`config.mk`:
```
export PLATFORM = sky130hd
export DESIGN_NAME = freq_gate_ctrl
export DESIGN_NICKNAME = d
export VERILOG_FILES = /design/src/rtl/freq_pkg.sv /design/src/rtl/freq_gate_ctrl_ms_tick.sv /design/src/rtl/freq_gate_ctrl.sv
export SDC_FILE = /design/constraint.sdc
export NUM_CORES = 1
export LEC_CHECK = 0
export CORE_MARGIN = 2
export CORE_UTILIZATION = 40
export CTS_BUF_LIST = sky130_fd_sc_hd__clkbuf_4 sky130_fd_sc_hd__clkbuf_8
export CTS_CLUSTER_DIAMETER = 100
export DETAILED_ROUTE_END_ITERATION = 12
export DONT_BUFFER_PORTS = 1
export PLACE_DENSITY = 0.63
export SETUP_SLACK_MARGIN = 0.02
export SYNTH_ARGS = -nofsm -noshare
export SYNTH_HDL_FRONTEND = slang
export SYNTH_SLANG_ARGS = --single-unit
```
`constraint.sdc`:
```
create_clock -name clk -period 2 [get_ports clk]
set_input_delay 0.2 -clock clk [delete_from_list [all_inputs] [get_ports clk]]
set_output_delay 0.2 -clock clk [all_outputs]
set_load 0.005 [all_outputs]
```
`src/rtl/freq_pkg.sv`:
```
// Shared types and constants for the frequency meter gate controller.
package freq_pkg;

    typedef enum logic [2:0] {
        StIdle,
        StClear,
        StGate,
        StSettle,
        StLatch,
        StHold
    } state_e;

    typedef logic [3:0] bcd_t;

    localparam bcd_t BCD_MAX     = 4'd9;
    localparam logic RANGE_LONG  = 1'b0;
    localparam logic RANGE_SHORT = 1'b1;

    function automatic logic bcd_all_max(input bcd_t th, input bcd_t hu,
                                         input bcd_t te, input bcd_t on);
        return (th == BCD_MAX) && (hu == BCD_MAX) && (te == BCD_MAX) && (on == BCD_MAX);
    endfunction

endpackage

```
`src/rtl/freq_gate_ctrl_ms_tick.sv`:
```
// Millisecond prescaler: one-cycle tick every CLK_HZ/1000 clocks, synchronously restartable.
module ms_tick #(
    parameter int unsigned CLK_HZ = 100_000_000
) (
    input  logic clk,
    input  logic rst,
    input  logic restart,
    output logic tick
);

    localparam int unsigned Period = CLK_HZ / 1000;
    localparam int unsigned CntW   = (Period > 1) ? $clog2(Period) : 1;

    logic [CntW-1:0] cnt_q, cnt_d;

    assign tick = (cnt_q == CntW'(Period - 1));

    always_comb begin
        cnt_d = cnt_q + 1'b1;
        if (restart || tick) begin
            cnt_d = '0;
        end
    end

    always_ff @(posedge clk) begin
        if (rst) begin
            cnt_q <= '0;
        end else begin
            cnt_q <= cnt_d;
        end
    end

endmodule

```
`src/rtl/freq_gate_ctrl.sv`:
```
// Gate-timing controller and result latch for the BCD event counter.
// Defining FREQ_AUTORANGE_EN replaces range_sel with automatic range selection.
module freq_gate_ctrl
    import freq_pkg::*;
#(
    parameter int unsigned CLK_HZ        = 100_000_000,
    parameter int unsigned GATE_LONG_MS  = 1000,
    parameter int unsigned GATE_SHORT_MS = 100,
    parameter int unsigned HOLD_MS       = 500,
    parameter int unsigned CLEAR_CYC     = 4,
    parameter int unsigned SETTLE_CYC    = 4
) (
    input  logic       clk,
    input  logic       rst,
    input  logic       run,
    input  logic       range_sel,
    input  logic [3:0] thousand_in,
    input  logic [3:0] hundred_in,
    input  logic [3:0] ten_in,
    input  logic [3:0] one_in,
    output logic       en,
    output logic       zero,
    output logic [3:0] disp_thousand,
    output logic [3:0] disp_hundred,
    output logic [3:0] disp_ten,
    output logic [3:0] disp_one,
    output logic       disp_range,
    output logic       over,
    output logic       valid,
    output logic       busy
);

    localparam int unsigned MsMax0 = (GATE_LONG_MS > GATE_SHORT_MS) ? GATE_LONG_MS : GATE_SHORT_MS;
    localparam int unsigned MsMax  = (MsMax0 > HOLD_MS) ? MsMax0 : HOLD_MS;
    localparam int unsigned MsW    = $clog2(MsMax + 1);
    localparam int unsigned CycMax = (CLEAR_CYC > SETTLE_CYC) ? CLEAR_CYC : SETTLE_CYC;
    localparam int unsigned CycW   = $clog2(CycMax + 1);

    state_e          state_q, state_d;
    logic [CycW-1:0] cyc_q, cyc_d;
    logic [MsW-1:0]  ms_q, ms_d;
    logic [MsW-1:0]  gate_last;
    logic            range_q;
    logic            rng_sample;
    logic            tick;
    logic            restart;
    logic            sat;
    logic            clear_entry;

    logic       en_q, zero_q, busy_q, valid_q, over_q, disp_range_q;
    bcd_t       disp_th_q, disp_hu_q, disp_te_q, disp_on_q;

    ms_tick #(
        .CLK_HZ(CLK_HZ)
    ) u_ms_tick (
        .clk    (clk),
        .rst    (rst),
        .restart(restart),
        .tick   (tick)
    );

    // Prescaler is held cleared outside the ms-timed states, so it restarts on entry.
    assign restart     = (state_q != StGate) && (state_q != StHold);
    assign sat         = bcd_all_max(thousand_in, hundred_in, ten_in, one_in);
    assign gate_last   = (range_q == RANGE_SHORT) ? MsW'(GATE_SHORT_MS - 1)
                                                  : MsW'(GATE_LONG_MS - 1);
    assign clear_entry = (state_q != StClear) && (state_d == StClear);

    always_comb begin
        state_d = state_q;
        cyc_d   = cyc_q;
        ms_d    = ms_q;
        unique case (state_q)
            StIdle: begin
                if (run) state_d = StClear;
            end
            StClear: begin
                if (cyc_q == CycW'(CLEAR_CYC - 1)) state_d = StGate;
                else cyc_d = cyc_q + 1'b1;
            end
            StGate: begin
                if (tick) begin
                    if (ms_q == gate_last) state_d = StSettle;
                    else ms_d = ms_q + 1'b1;
                end
            end
            StSettle: begin
                if (cyc_q == CycW'(SETTLE_CYC - 1)) state_d = StLatch;
                else cyc_d = cyc_q + 1'b1;
            end
            StLatch: begin
                state_d = StHold;
            end
            StHold: begin
                if (tick) begin
                    if (ms_q == MsW'(HOLD_MS - 1)) state_d = run ? StClear : StIdle;
                    else ms_d = ms_q + 1'b1;
                end
            end
            default: begin
                state_d = StIdle;
            end
        endcase
        if (state_d != state_q) begin
            cyc_d = '0;
            ms_d  = '0;
        end
    end

`ifdef FREQ_AUTORANGE_EN
    logic auto_rng_q, auto_rng_d;
    logic unused_range_sel;

    assign unused_range_sel = range_sel;
    assign rng_sample       = auto_rng_q;

    always_comb begin
        auto_rng_d = auto_rng_q;
        if (state_q == StLatch) begin
            if ((range_q == RANGE_LONG) && sat) begin
                auto_rng_d = RANGE_SHORT;
            end else if ((range_q == RANGE_SHORT) && (thousand_in == 4'd0) &&
                         (hundred_in < BCD_MAX)) begin
                auto_rng_d = RANGE_LONG;
            end
        end
    end

    always_ff @(posedge clk) begin
        if (rst) begin
            auto_rng_q <= RANGE_LONG;
        end else begin
            auto_rng_q <= auto_rng_d;
        end
    end
`else
    assign rng_sample = range_sel;
`endif

    // Outputs are registered from the next state so they line up with the state itself.
    always_ff @(posedge clk) begin
        if (rst) begin
            state_q      <= StIdle;
            cyc_q        <= '0;
            ms_q         <= '0;
            range_q      <= RANGE_LONG;
            en_q         <= 1'b0;
            zero_q       <= 1'b0;
            busy_q       <= 1'b0;
            valid_q      <= 1'b0;
            over_q       <= 1'b0;
            disp_range_q <= 1'b0;
            disp_th_q    <= '0;
            disp_hu_q    <= '0;
            disp_te_q    <= '0;
            disp_on_q    <= '0;
        end else begin
            state_q <= state_d;
            cyc_q   <= cyc_d;
            ms_q    <= ms_d;
            en_q    <= (state_d == StGate);
            zero_q  <= (state_d != StClear);
            busy_q  <= (state_d != StIdle);
            valid_q <= (state_q == StLatch);
            if (clear_entry) begin
                range_q <= rng_sample;
            end
            if (state_q == StLatch) begin
                disp_th_q    <= thousand_in;
                disp_hu_q    <= hundred_in;
                disp_te_q    <= ten_in;
                disp_on_q    <= one_in;
                disp_range_q <= range_q;
                over_q       <= sat;
            end
        end
    end

    assign en            = en_q;
    assign zero          = zero_q;
    assign busy          = busy_q;
    assign valid         = valid_q;
    assign over          = over_q;
    assign disp_range    = disp_range_q;
    assign disp_thousand = disp_th_q;
    assign disp_hundred  = disp_hu_q;
    assign disp_ten      = disp_te_q;
    assign disp_one      = disp_on_q;

endmodule

```
==> results.txt <==
Status = finished with violations
Failing checks = hold timing, setup timing
Critical Path Fanout Max = 5
Final instance area = 0.00316 sq mm
Number of flops mapped to enable cells by yosys = 0
Root buffer cell = clkbuf_8
Dpl cells = 396
Layout cell share with drive strength beyond 1 = 0.276
Worst slew margin = 0.589
Final wirelength = 5610 um
Setup TNS = -6.74 ps
Most frequent cells in the layout = nand2_1 (55), dfxtp_1 (44), buf_4 (38)
Vias = 2127
Commonest non-fill, non-tap cell in the layout = nand2_1
Final hold slack = -60.9 ps
Wire length per cell = 13.6 um
Met2 Resource Use GR = 0.260
Worst-Skew Late Latency = 310 ps
CP endpoint kind = flip-flop
Full die area = 0.00690 sq mm
Cts hold-fix bufs = 1
CTS Buf Count = 5
Minimum clock period = 2000 ps
Total grt overflow = 0
Post-synthesis sequential area ratio = 0.448
Lkg Pwr = 1.10 nW
Post-DP Area = 0.00287 sq mm
Tot GR Track Use = 0.159
GR peak layer = met2
Synth-to-Final Area Change = 26.4%
Vias per std cell = 5.16
# clock sinks = 56
Nets = 361
GPL Wtd Cong = 0.859
Number of endpoints failing setup at the final stage = 2
Post-route ant nets = 0
RSZ-0062 raised after global routing = true
WP data arrival = 2250 ps
IO Pins = 42
Finished Layout Cells = 412
Post-Syn Area = 0.00250 sq mm
Net count after synthesis = 322
Maximum VDD drop = 417 uV
Post-synthesis register bit count = 56
Initial antenna violation count = 0
Final Slew Violations = 0
Pwr dens = 591 mW/mm^2
Avg Cell Area, Syn = 8.42 sq um
Die width = 83.1 um
Post-Syn Instances = 297
Core area = 0.00599 sq mm
Slowest cell on the critical path = or4_4
Initial Util = 0.418
Main synth FF type = dfxtp_1
Slew @ Worst Pin = 615 ps
Largest net degree at the start of global routing = 28
Number of port buffers = 0
Clock skew = 9.08 ps
N_diodes = 0
Iter 0 DRT Violations = 142
Yosys cell types = 47
Pre-CTS setup slack = -6.43 ps
Vias in the first global route = 2007
Fin worst setup slack = -4.87 ps
Chip height = 83.1 um
Worst min path class = primary input to flip-flop
F_max = 0.499 GHz
Detail Placement HPWL = 4060 um
CTS tree = yes
Placement row count = 28
First-pass DRT Iterations = 5
CP Cell Sequence = ha_4, and4_4, nand4_4, or3_4, or4_4, a21oi_2
H-tree depth = 2
Async SR Flop Fraction = 0
Met3 Track Usage GR = 0.0338
First-pass GRT wire length = 9270 um
Clock-pin slew on the worst setup and hold paths = 110 ps
WP data required = 2250 ps
Number of max-cap violations = 0
Post-layout util = 0.528
Hold Violations, Final = 24
Max incr delay on CP = 490 ps
Ys Warns = 0
Clk buf depth = 2
Drc violations = 0
Period utilization = 1.00
Grt met1 use = 0.213
CP Launch Type = flip-flop
Setup CP Type = flip-flop to flip-flop
-- Yosys cell counts (all sizes together), types with 2 or more instances --
master	count	area (sq um)
a211oi	2	15.0
a21oi	35	179
and2	5	33.8
and3	5	32.5
buf	4	21.3
clkbuf	7	26.3
dfxtp	56	1120
ha	5	62.6
inv	6	22.5
nand2	55	206
nand3	6	30.0
nand4	10	68.8
nand4b	2	17.5
nor2	26	97.6
nor3	7	35.0
nor4	6	43.8
nor4b	4	35.0
o211a	2	20.0
o21ai	11	55.1
o31ai	3	22.5
or3	9	56.3
xnor2	7	61.3
xor2	10	87.6
-- where the power goes --
part | leakage (nW) | internal, mW | switching (mW) | total (mW)
logic | 0.595 | 0.0436 | 0.0484 | 0.0920
clock network | 0.0463 | 0.258 | 0.390 | 0.647
registers | 0.459 | 1.12 | 0.00659 | 1.13
-- cell type report --
class	instances	area, sq um
clock buffer	5	68.8
clock inverter	3	27.5
fill	540	2830
inverter	6	22.5
multi-input combinational	224	1460
sequential	56	1140
tap	75	93.8
timing repair buffer	43	349
-- final timing paths --
| path | startpoint | end | slack (ps) | cells after the start |
|---|---|---|---|---|
| max | u_ms_tick.cnt_q[1] | ms_q[9] | -5 | 6 |
| max reg2reg | u_ms_tick.cnt_q[1] | ms_q[9] | -5 | 6 |
| min reg2reg | u_ms_tick.cnt_q[0] | u_ms_tick.cnt_q[0] | 450 | 1 |
| min | rst | disp_thousand[1] | -60 | 1 |
-- state kept, by name, summed over array words and instances (netlist names), 3 cells and up --
signal / count
u_ms_tick.cnt_q: 17
cyc_q: 3
disp_hundred: 4
disp_one: 4
ms_q: 10
disp_ten: 4
disp_thousand: 4
state_q: 3
-- worst max-delay path: cells and delay by family, from the launching register on --
kind            cells  cell delay [ps]
fa+ha+maj           1              140
simple gates        4             1300
flops               1              380
compound gates      1              120
-- logic make-up after synthesis --
| kind of cell | after synthesis | synth area share |
|---|---|---|
| flops | 56 | 0.448 |
| xor+xnor | 17 | 0.0595 |
| buf+inv | 17 | 0.0280 |
| fa+ha+maj | 6 | 0.0290 |
| compound gates | 55 | 0.129 |
| mux | 1 | 0.00400 |
| simple gates | 145 | 0.302 |
-- metal layers --
metal | wire (um) | vias up
met5 | 0 | -
met4 | 70 | 0
met3 | 175 | 6
met2 | 2740 | 25
met1 | 2630 | 981
li1 | - | 1115
-- per-stage QoR --
stage	total power, mW	hold WS, ps
after floorplan	1.21	336
final	1.87	-60.9
after global placement	1.23	275
after CTS	1.88	-68.3
after global routing	1.94	-81.9
after detailed placement	1.23	274
-- repair_timing --
item | 4_1_cts | 5_1_grt
endpoints found under the setup margin | 11 | 14
endpoints found under the hold margin | 25 | 24
pin swaps | 2 | 5
buffers inserted | 1 | 6
gates resized for setup | 4 | 27
(Power assumes the default switching activity.)
